`config.mk`:
```
export PLATFORM = sky130hd
export DESIGN_NAME = alu_multicycle
export DESIGN_NICKNAME = d
export VERILOG_FILES = /design/src/rtl/alu_pkg.sv /design/src/rtl/alu_chunk.sv /design/src/rtl/alu_multicycle.sv
export SDC_FILE = /design/constraint.sdc
export NUM_CORES = 1
export LEC_CHECK = 0
export CORE_UTILIZATION = 51
export CTS_CLUSTER_DIAMETER = 40
export CTS_CLUSTER_SIZE = 28
export DETAILED_ROUTE_END_ITERATION = 8
export GPL_TIMING_DRIVEN = 1
export PLACE_DENSITY = 0.77
export SYNTH_ARGS = -nofsm -noshare
export SYNTH_HDL_FRONTEND = slang
export SYNTH_SLANG_ARGS = --single-unit
```
`constraint.sdc`:
```
create_clock -name clk -period 6.02 [get_ports clk]
set_input_delay 1.204 -clock clk [delete_from_list [all_inputs] [get_ports clk]]
set_output_delay 1.204 -clock clk [all_outputs]
set_load 0.02 [all_outputs]
```
`src/rtl/alu_pkg.sv`:
```
// alu_pkg: command codes, FSM states and operand-conditioning helpers shared by the ALU family.
package alu_pkg;
    localparam logic [2:0] CMD_ADD  = 3'b000;
    localparam logic [2:0] CMD_SUB  = 3'b001;
    localparam logic [2:0] CMD_XOR  = 3'b010;
    localparam logic [2:0] CMD_SLT  = 3'b011;
    localparam logic [2:0] CMD_AND  = 3'b100;
    localparam logic [2:0] CMD_NAND = 3'b101;
    localparam logic [2:0] CMD_NOR  = 3'b110;
    localparam logic [2:0] CMD_OR   = 3'b111;

    typedef enum logic [1:0] {
        ST_IDLE = 2'd0,
        ST_RUN  = 2'd1,
        ST_DONE = 2'd2
    } state_t;

    // Subtraction-style commands run as A + ~B + 1.
    function automatic logic inv_b(input logic [2:0] cmd);
        return cmd == CMD_SUB || cmd == CMD_SLT;
    endfunction

    function automatic logic is_arith(input logic [2:0] cmd);
        return cmd == CMD_ADD || cmd == CMD_SUB;
    endfunction
endpackage

```
`src/rtl/alu_chunk.sv`:
```
// alu_chunk: combinational CHUNK-bit ALU slice; b arrives pre-inverted for SUB/SLT.
module alu_chunk
    import alu_pkg::*;
#(
    parameter int CHUNK = 8
) (
    input  logic [CHUNK-1:0] a,
    input  logic [CHUNK-1:0] b,
    input  logic             cin,
    input  logic [2:0]       cmd,
    output logic [CHUNK-1:0] y,
    output logic             cout,
    output logic             c_into_msb
);
    logic [CHUNK:0] w_sum;

    assign w_sum      = {1'b0, a} + {1'b0, b} + {{CHUNK{1'b0}}, cin};
    assign cout       = w_sum[CHUNK];
    // Carry into the top bit recovered from that bit's sum and inputs.
    assign c_into_msb = w_sum[CHUNK-1] ^ a[CHUNK-1] ^ b[CHUNK-1];
    assign y = cmd == CMD_XOR  ? a ^ b :
               cmd == CMD_AND  ? a & b :
               cmd == CMD_NAND ? ~(a & b) :
               cmd == CMD_NOR  ? ~(a | b) :
               cmd == CMD_OR   ? a | b :
                                 w_sum[CHUNK-1:0];
endmodule

```
`src/rtl/alu_multicycle.sv`:
```
// alu_multicycle: sequential ALU computing CHUNK bits per clock, LSB chunk first,
// with valid/ready handshakes on operand and result sides.
module alu_multicycle
    import alu_pkg::*;
#(
    parameter int WIDTH = 32,
    parameter int CHUNK = 8
) (
    input  logic             clk,
    input  logic             reset,
    input  logic             in_valid,
    output logic             in_ready,
    input  logic [WIDTH-1:0] operandA,
    input  logic [WIDTH-1:0] operandB,
    input  logic [2:0]       command,
    output logic             out_valid,
    input  logic             out_ready,
    output logic [WIDTH-1:0] result,
    output logic             carryout,
    output logic             zero,
    output logic             overflow
);
    localparam int NCHUNK = WIDTH / CHUNK;
    localparam int IW     = NCHUNK > 1 ? $clog2(NCHUNK) : 1;

    state_t           r_state;
    logic [WIDTH-1:0] r_a, r_b, r_acc, r_res;
    logic [2:0]       r_cmd;
    logic [IW-1:0]    r_idx;
    logic             r_carry, r_cout, r_zero, r_ovf, r_in_ready, r_out_valid;

    logic [CHUNK-1:0] w_y;
    logic             w_cout, w_cmsb, w_last, w_arith, w_slt;
    logic [WIDTH-1:0] w_full, w_final;

    alu_chunk #(.CHUNK(CHUNK)) u_chunk (
        .a          (r_a[r_idx*CHUNK +: CHUNK]),
        .b          (r_b[r_idx*CHUNK +: CHUNK]),
        .cin        (r_carry),
        .cmd        (r_cmd),
        .y          (w_y),
        .cout       (w_cout),
        .c_into_msb (w_cmsb)
    );

    assign w_last  = r_idx == IW'(NCHUNK - 1);
    assign w_arith = is_arith(r_cmd);
    assign w_slt   = w_y[CHUNK-1] ^ w_cmsb ^ w_cout;

    // Working result with the current slice merged, so finalise sees all bits.
    always_comb begin
        w_full = r_acc;
        w_full[r_idx*CHUNK +: CHUNK] = w_y;
    end

    assign w_final = r_cmd == CMD_SLT ? {{(WIDTH-1){1'b0}}, w_slt} : w_full;

    // Results land in r_res only at finalise, so a partial sum never reaches the outputs.
    always_ff @(posedge clk or posedge reset) begin
        if (reset) begin
            r_state     <= ST_IDLE;
            r_a         <= '0;
            r_b         <= '0;
            r_acc       <= '0;
            r_res       <= '0;
            r_cmd       <= CMD_ADD;
            r_idx       <= '0;
            r_carry     <= 1'b0;
            r_cout      <= 1'b0;
            r_zero      <= 1'b0;
            r_ovf       <= 1'b0;
            r_in_ready  <= 1'b1;
            r_out_valid <= 1'b0;
        end else begin
            case (r_state)
                ST_IDLE: if (in_valid) begin
                    r_a        <= operandA;
                    r_b        <= inv_b(command) ? ~operandB : operandB;
                    r_cmd      <= command;
                    r_carry    <= inv_b(command);
                    r_idx      <= '0;
                    r_in_ready <= 1'b0;
                    r_state    <= ST_RUN;
                end
                ST_RUN: begin
                    r_acc   <= w_full;
                    r_carry <= w_cout;
                    r_idx   <= r_idx + 1'b1;
                    if (w_last) begin
                        r_res       <= w_final;
                        r_cout      <= w_arith & w_cout;
                        r_ovf       <= w_arith & (w_cmsb ^ w_cout);
                        r_zero      <= w_final == '0;
                        r_out_valid <= 1'b1;
                        r_state     <= ST_DONE;
                    end
                end
                ST_DONE: if (out_ready) begin
                    r_out_valid <= 1'b0;
                    r_in_ready  <= 1'b1;
                    r_state     <= ST_IDLE;
                end
                default: r_state <= ST_IDLE;
            endcase
        end
    end

    assign in_ready  = r_in_ready;
    assign out_valid = r_out_valid;
    assign result    = r_res;
    assign carryout  = r_cout;
    assign zero      = r_zero;
    assign overflow  = r_ovf;
endmodule

```
==> results.sh <==
export IMPL_outcome="completed"
export IMPL_insertion_delay_ps=430
export IMPL_drv_cap=0
export IMPL_grtUsageMet1_pct=33.7
export IMPL_post_route_period_util_pct=71.4
export IMPL_setup_violations=0
export IMPL_rows=44
export IMPL_gr_total_overflow=0
export IMPL_synth_distinct_cells=70
export IMPL_drv_slew=0
export IMPL_start_util_pct=52.3
export IMPL_die_area_um2=15500
export IMPL_syn_area_um2=7630
export IMPL_grtUsageMet2_pct=42.5
export IMPL_die_w_um=124
export IMPL_vias_per_cell=5.94
export IMPL_place_port_buffers=107
export IMPL_synth_top_area_cell="dfrtp_1"
export IMPL_critPathSlowestCell="dfrtp_1"
export IMPL_drc_errors=0
export IMPL_cts_resized=0
export IMPL_dp_cells=1009
export IMPL_cts_sinks=141
export IMPL_async_flop_share_pct=100
export IMPL_final_cells=1040
export IMPL_yosys_top_cells_count="dfrtp_1 (140), nand2_1 (81), nor2_1 (61)"
export IMPL_worstMarginPinSlew_ps=1150
export IMPL_clk_pin_slew_ps=60
export IMPL_cts_setup_buffers=0
export IMPL_relSlewSlack_pct=23.2
export IMPL_ant_nets=0
export IMPL_antenna_cells=0
export IMPL_required_ps=6350
export IMPL_grt_start_max_net_pins=105
export IMPL_wl_mm=19.3
export IMPL_synth_seq_area_share_pct=46.3
export IMPL_syn_avg_cell_area_um2=10.1
export IMPL_initialDrtViolationCount=540
export IMPL_hold_viol=0
export IMPL_hold_path_class="reg2reg"
export IMPL_top_usage_layer="met2"
export IMPL_syn_inst=752
export IMPL_cp_max_fo=14
export IMPL_grt_pass1_vias=6120
export IMPL_vias=6173
export IMPL_crit_arrival_ps=4630
export IMPL_ios=108
export IMPL_worstPathCellList="buf_4, mux4_2, fa_1, inv_1, fa_1, nand2b_1, a2111oi_0, a211oi_1, a31oi_1, a22oi_1, nand2_1, nor4_1, nand4_1, o311ai_1"
export IMPL_path_class="reg2reg"
export IMPL_drt_pass1_iter_count=5
export IMPL_dpl_hpwl_mm=14.0
export IMPL_cts_root_buffer="clkbuf_16"
export IMPL_skew_ps=10.3
export IMPL_period_needed_ps=4300
export IMPL_htreeDepth=4
export IMPL_core_um2=14600
export IMPL_synth_top_area_share_pct=45.9
export IMPL_grt_use_total_pct=26.0
export IMPL_yosysWarnings=0
export IMPL_ys_ff_latch=141
export IMPL_grt_first_pass_wirelength_mm=31.3
export IMPL_cts_tree="done"
export IMPL_max_stage_delay_ps=710
export IMPL_cpMostUsedCell="fa_1"
export IMPL_synth_edf_count=0
export IMPL_die_y_um=124
export IMPL_antenna_found_initial=0
export IMPL_endpoint_kind="flop"
export IMPL_cp_top_family="compound AO/OA/AOI/OAI gates"
export IMPL_cp_num_buf_inv=2
export IMPL_yosys_top_cells_area="dfrtp_1 (46%), mux2_2 (5.2%), mux4_2 (4.7%)"
export IMPL_use_met3_pct=5.15
export IMPL_nets=940
export IMPL_place_congestion=0.914
export IMPL_numCtsBuffers=17
export IMPL_clock_path_buffers=2
export IMPL_synthToLayoutAreaGrowth_pct=22.9
export IMPL_drive_gt1_share_pct=12.1
export IMPL_tns_ps=0
export IMPL_holdBufCountCts=0
export IMPL_synth_most_common_cell="dfrtp_1"
export IMPL_yosys_most_used_dff="dfrtp_1"
export IMPL_fmax_ghz=0.233
export IMPL_grt_setup_unrepaired="no"
export IMPL_synthesis_nets=848
export IMPL_worst_setup_path_start_kind="flop"
export IMPL_wire_per_inst_um=18.6
-- tightest hold or removal path, stage by stage, from the launching register on --
cell	delay, ps
dfrtp_1	340
nand2_1	40
o21ai_0	60
-- placed cells by master (no fill, tap or decap), drive strengths merged, types with 7 or more instances in the layout --
master         Yosys  layout
clkdlybuf4s50      0     107
clkbuf            25      20
mux4              16      16
a21oi             57      57
dfrtp            140     140
buf               17       8
o22ai             11      11
mux2i              9       9
a22oi             16      16
xnor2             38      38
nor3               7       7
ha                23      23
inv               41      42
a22o              20      20
nor2b              9       9
nor2              61      61
o21ai             58      58
mux2              35      35
nand2             81      81
nand3             10      10
-- area by class of cell --
| cell class | instances | area [um2] |
|---|---|---|
| timing repair buffer | 115 | 1140 |
| sequential | 141 | 3530 |
| tap | 184 | 230 |
| fill | 1145 | 5210 |
| clock buffer | 20 | 447 |
| inverter | 41 | 159 |
| multi-input combinational | 528 | 3770 |
| clock inverter | 11 | 95.1 |
-- kinds of logic (layout without fill, tap and decap cells) --
kind of cell | after synthesis | in the layout | synth area share, %
flops | 141 | 141 | 46.3
xor+xnor | 38 | 38 | 4.36
mux | 60 | 60 | 11.1
fa+ha+maj | 25 | 25 | 4.30
simple gates | 199 | 199 | 12.1
buf+inv | 83 | 187 | 4.46
compound gates | 206 | 206 | 17.5
-- flip-flops by register name, summed over array words and instances, names as in the netlist --
signal,cells
r_a,32
r_acc,32
r_b,32
result,32
r_cmd,3
r_idx,2
r_state,2
carryout,1
in_ready,1
out_valid,1
overflow,1
r_carry,1
zero,1
-- final timing paths --
kind	depth (start not counted)	startpoint	slack, ps	endpoint
setup / recovery	14	r_idx[0]	1720	zero
hold / removal	2	result[8]	480	result[8]
setup reg to reg	14	r_idx[0]	1720	zero
hold reg to reg	2	result[8]	480	result[8]
max in group asynchronous	3	reset	3600	r_b[0]
min in group asynchronous	2	reset	1370	result[31]
-- layer usage --
layer  up-vias  wire [um]
li1       2863          -
met1      3036       8390
met2       236       9560
met3        38        888
met4         0        454
met5         -          0
-- through the flow --
| stage | cell area [um2] | hold WS [ps] | utilization [%] | setup slack [ps] |
|---|---|---|---|---|
| floorplan | 7630 | 442 | - | 1040 |
| global placement | 8840 | 458 | 60.6 | 1860 |
| detailed placement | 8840 | 472 | 60.6 | 1810 |
| CTS | 9380 | 485 | 64.3 | 1770 |
| global route | 9380 | 496 | 64.3 | 1410 |
| finish | 9380 | 478 | 64.3 | 1720 |
Power is not shown: default switching activity piles up to over one toggle a cycle in this logic, so the estimate is an artifact.
